<file path="config.mk">
export PLATFORM = sky130hd
export DESIGN_NAME = pwm_controller
export DESIGN_NICKNAME = d
export VERILOG_FILES = /design/src/rtl/pwm_pkg.sv /design/src/rtl/adder_n.sv /design/src/rtl/pwm_controller.sv
export SDC_FILE = /design/constraint.sdc
export NUM_CORES = 1
export LEC_CHECK = 0
export CORE_UTILIZATION = 49
export CTS_CLUSTER_SIZE = 40
export DETAILED_ROUTE_END_ITERATION = 12
export GPL_TIMING_DRIVEN = 0
export PLACE_DENSITY = 0.77
export SLEW_MARGIN = 20
export SYNTH_ARGS = -nofsm -noshare
export SYNTH_HDL_FRONTEND = slang
export SYNTH_HIERARCHICAL = 1
export SYNTH_SLANG_ARGS = --single-unit
</file>
<file path="constraint.sdc">
create_clock -name clk -period 1.9 [get_ports clk]
set_input_delay 0.38 -clock clk [delete_from_list [all_inputs] [get_ports clk]]
set_output_delay 0.38 -clock clk [all_outputs]
set_load 0.05 [all_outputs]
</file>
<file path="src/rtl/pwm_pkg.sv">
// Shared types for the PWM controller slice.
package pwm_pkg;

  // Controller runs once enabled; only reset returns it to idle.
  typedef enum logic {PWM_IDLE, PWM_RUN} pwm_state_t;

endpackage

</file>
<file path="src/rtl/adder_n.sv">
// Plain N-bit ripple adder with carry in/out, reused as the step-counter incrementer.
module adder_n #(
  parameter int N = 8
) (
  input  logic [N-1:0] a,
  input  logic [N-1:0] b,
  input  logic         c_in,
  output logic [N-1:0] sum,
  output logic         c_out
);

  // Widen operands by one bit so the carry falls out of the top of the sum.
  assign {c_out, sum} = {1'b0, a} + {1'b0, b} + {{N{1'b0}}, c_in};

endmodule

</file>
<file path="src/rtl/pwm_controller.sv">
// PWM controller: N-bit duty, period of 2^N steps, each step PRESCALE clocks long.
// New duty values are taken only at load points so every period is glitch-free.
module pwm_controller
  import pwm_pkg::*;
#(
  parameter int N        = 8,
  parameter int PRESCALE = 1
) (
  input  logic         clk,
  input  logic         rst,
  input  logic         ena,
  input  logic [N-1:0] duty,
  output logic         out,
  output logic         period_done,
  output logic [N-1:0] duty_latched
);

  localparam int            PW         = $clog2(PRESCALE) + 1;
  localparam logic [PW-1:0] PRE_LAST   = PW'(PRESCALE - 1);
  localparam logic [PW-1:0] PRE_ONE    = PW'(1);
  localparam logic [N-1:0]  COUNT_LAST = '1;
  localparam logic [N-1:0]  COUNT_ONE  = N'(1);

  pwm_state_t   state;
  logic [PW-1:0] pre;
  logic [N-1:0]  count;
  logic [N-1:0]  count_inc;
  logic          count_carry_unused;
  logic          tick;

  // The carry out is dropped on purpose: losing it is what wraps count to 0.
  adder_n #(.N(N)) u_count_inc (
    .a     (count),
    .b     (COUNT_ONE),
    .c_in  (1'b0),
    .sum   (count_inc),
    .c_out (count_carry_unused)
  );

  // One tick per PRESCALE enabled cycles; with PRESCALE=1 pre stays 0 and tick is state&ena.
  assign tick        = (state == PWM_RUN) && ena && (pre == PRE_LAST);
  assign period_done = tick && (count == COUNT_LAST);
  assign out         = (state == PWM_RUN) && (count < duty_latched);

  // Controller state, prescaler, step counter and the duty register, all frozen while ena is low.
  always_ff @(posedge clk) begin
    if (rst) begin
      state        <= PWM_IDLE;
      pre          <= '0;
      count        <= '0;
      duty_latched <= '0;
    end else if (ena) begin
      case (state)
        PWM_IDLE: begin
          state        <= PWM_RUN;
          pre          <= '0;
          count        <= '0;
          duty_latched <= duty;
        end
        PWM_RUN: begin
          if (tick) begin
            pre   <= '0;
            count <= count_inc;
            if (count == COUNT_LAST) begin
              duty_latched <= duty;
            end
          end else begin
            pre <= pre + PRE_ONE;
          end
        end
        default: begin
          state <= PWM_IDLE;
        end
      endcase
    end
  end

endmodule

</file>
==> out/qor.yml <==
worst_hold_path:
  hold_class: "input port to flop"
  hold_start: "ena"
  min_path_cells: 2
setup_path:
  cp-start-kind: "flop"
  path_class: "flop to output port"
  rrSetupSlack_ps: 110
  rr_endpoint: "count[4]$_SDFFE_PP0P_"
  cp-startpoint: "duty_latched[3]$_SDFFE_PP0P_"
  rr_worst_depth: 7
  endpoint: "out"
  cp_data_required_time_ps: 1520
  cp.arrival_ps: 1750
  r2r-start: "count[0]$_SDFFE_PP0P_"
  path_max_fanout: 2
  end_kind: "output port"
routing:
  drt-initial-drc-count: 54
  first_pass_iters: 4
  ant_nets: 0
  avgRoutedWirePerCell_um: 15.6
  vias_per_cell: 6.05
  drc: 0
  wl_um: 3380
  num_vias: 1313
finish:
  layoutNonFillerInstCount: 217
  drive_gt1_frac: 0.333
  fin_area_sq_mm: 0.00185
  antenna_cells: 0
  fin_nets: 214
  syn_to_final_growth_pct: 31.3
floorplan:
  die_h_um: 55.6
  initial_core_util: 0.514
  core.rowCount: 19
  ios: 21
  fp.dieW_um: 55.6
  die-area_sq_mm: 0.00309
  coreArea_sq_mm: 0.00273
flow_run:
  maxCapViolations: 0
clock_network:
  postCtsHoldBufs: 0
  cts_made_buffers: 3
  cts_tree: "done"
  h-tree-depth: 1
  worst_skew_pair.late_latency_ps: 310
  cts_buffer_depth: 2
  cts.sinks: 18
  clk_pin_slew_ps: 120
  clockRootBuffer: "clkbuf_4"
timing:
  worst_slack_ps: -234
  fin_crit_sh: 1.12
  tightest_slew_ps: 528
  max_freq_mhz: 469
  max_slew_margin: 0.647
  hold_violations: 0
  final-setup-viol-count: 1
  fin_worst_skew_ps: 21.1
  min_period_ps: 2130
  maxSlewViolCount: 0
  rsz0062_at_grt: "true"
  fin_setup_tns_ps: -234
global_route:
  grt_max_degree: 11
  grt_overflow: 0
  grt_pass1_wl_um: 5600
  first_global_vias: 1245
  grt_usage: 0.227
  antenna_found_initial: 0
power_and_ir_drop:
  p_switching_uw: 385
  p_comb_frac: 0.389
  power_density_mw_per_mm2: 565
  p_int_uw: 659
  pwr-share-clk: 0.196
  seqPwrFrac: 0.415
  p_total_mw: 1.04
  p_leak_nw: 0.746
  max-vdd-ir-drop_v: 0.000450
  switching_share: 0.369
logic_synthesis:
  netlist_area_sq_mm: 0.00141
  ys_warn_count: 6
  syn_inst: 151
  avgSynthCellArea_sq_um: 9.31
status:
  violations: "negative setup slack"
  status: "finished, violations left"
placement:
  dpl.hpwl_um: 2420
  place_ws_ps: -763
  port_buffers: 20
  placed_cells: 210
  placed_area_sq_mm: 0.00175
  routabilityCongestion: 0.874
[registers in the layout (all words and copies together) (netlist names)]
name / count
count: 8
state: 1
duty_latched: 8
pre: 1
[layer usage]
| layer | GRT usage | vias up | share of wire |
|---|---|---|---|
| li1 | - | 642 | - |
| met1 | 0.292 | 631 | 0.45 |
| met2 | 0.392 | 33 | 0.50 |
| met3 | 0.0512 | 7 | 0.039 |
| met4 | 0.0429 | 0 | 0.015 |
| met5 | 0 | - | 0 |
[how the worst min path moves through the flow]
stage / to / slack (ps)
finish: pre$_SDFFE_PP0P_ / 510
global route: pre$_SDFFE_PP0P_ / 530
CTS: pre$_SDFFE_PP0P_ / 500
detailed placement: pre$_SDFFE_PP0P_ / 520
global placement: pre$_SDFFE_PP0P_ / 510
floorplan: pre$_SDFFE_PP0P_ / 460
[critical path: stages, from the launching register on]
cell	delay, ps
dfxtp_4	360
inv_2	60
ha_4	190
nor4_4	290
nor3_2	90
a221oi_4	250
buf_6	200
[stage by stage]
stage | hold slack [ps] | util
2_1_floorplan | 456 | -
3_3_place_gp | 511 | 0.639
3_5_place_dp | 520 | 0.639
4_1_cts | 495 | 0.666
5_1_grt | 526 | 0.676
6_report | 507 | 0.676
[timing repair]
item / CTS / global route
gates resized for setup: 29 / 8
setup endpoints to repair: 5 / 6
pin swaps: 4 / 8
setup buffers: 2 / 2
[cell type report]
| class | instances | area [sq um] |
|---|---|---|
| repair buffers | 24 | 238 |
| flip-flops and latches | 18 | 394 |
| inverters | 11 | 41.3 |
| clock inverters | 1 | 3.75 |
| multi-input cells | 121 | 1050 |
| plain buffers | 8 | 57.6 |
| clock buffers | 3 | 22.5 |
| fillers | 227 | 887 |
| well taps | 31 | 38.8 |
[cell usage in the layout, fill, tap and decap left out, types with 6 or more instances in the layout]
cell,n
inv_1,6
dfxtp_2,6
o221ai_2,8
nand3_1,10
a22oi_1,13
dfxtp_4,7
nand4_1,9
ha_1,11
conb_1,10
nor2_1,10
clkdlybuf4s50_1,13
[power groups by stage]
stage               Sequential, mW  Clock (mW)  Combinational [mW]
detailed placement           0.443           0               0.374
CTS                          0.433       0.209               0.392
global route                 0.437       0.223               0.440
finish                       0.433       0.204               0.406
floorplan                    0.493           0               0.221
global placement             0.443           0               0.364
Note: power is estimated with default switching activity, not from simulation.
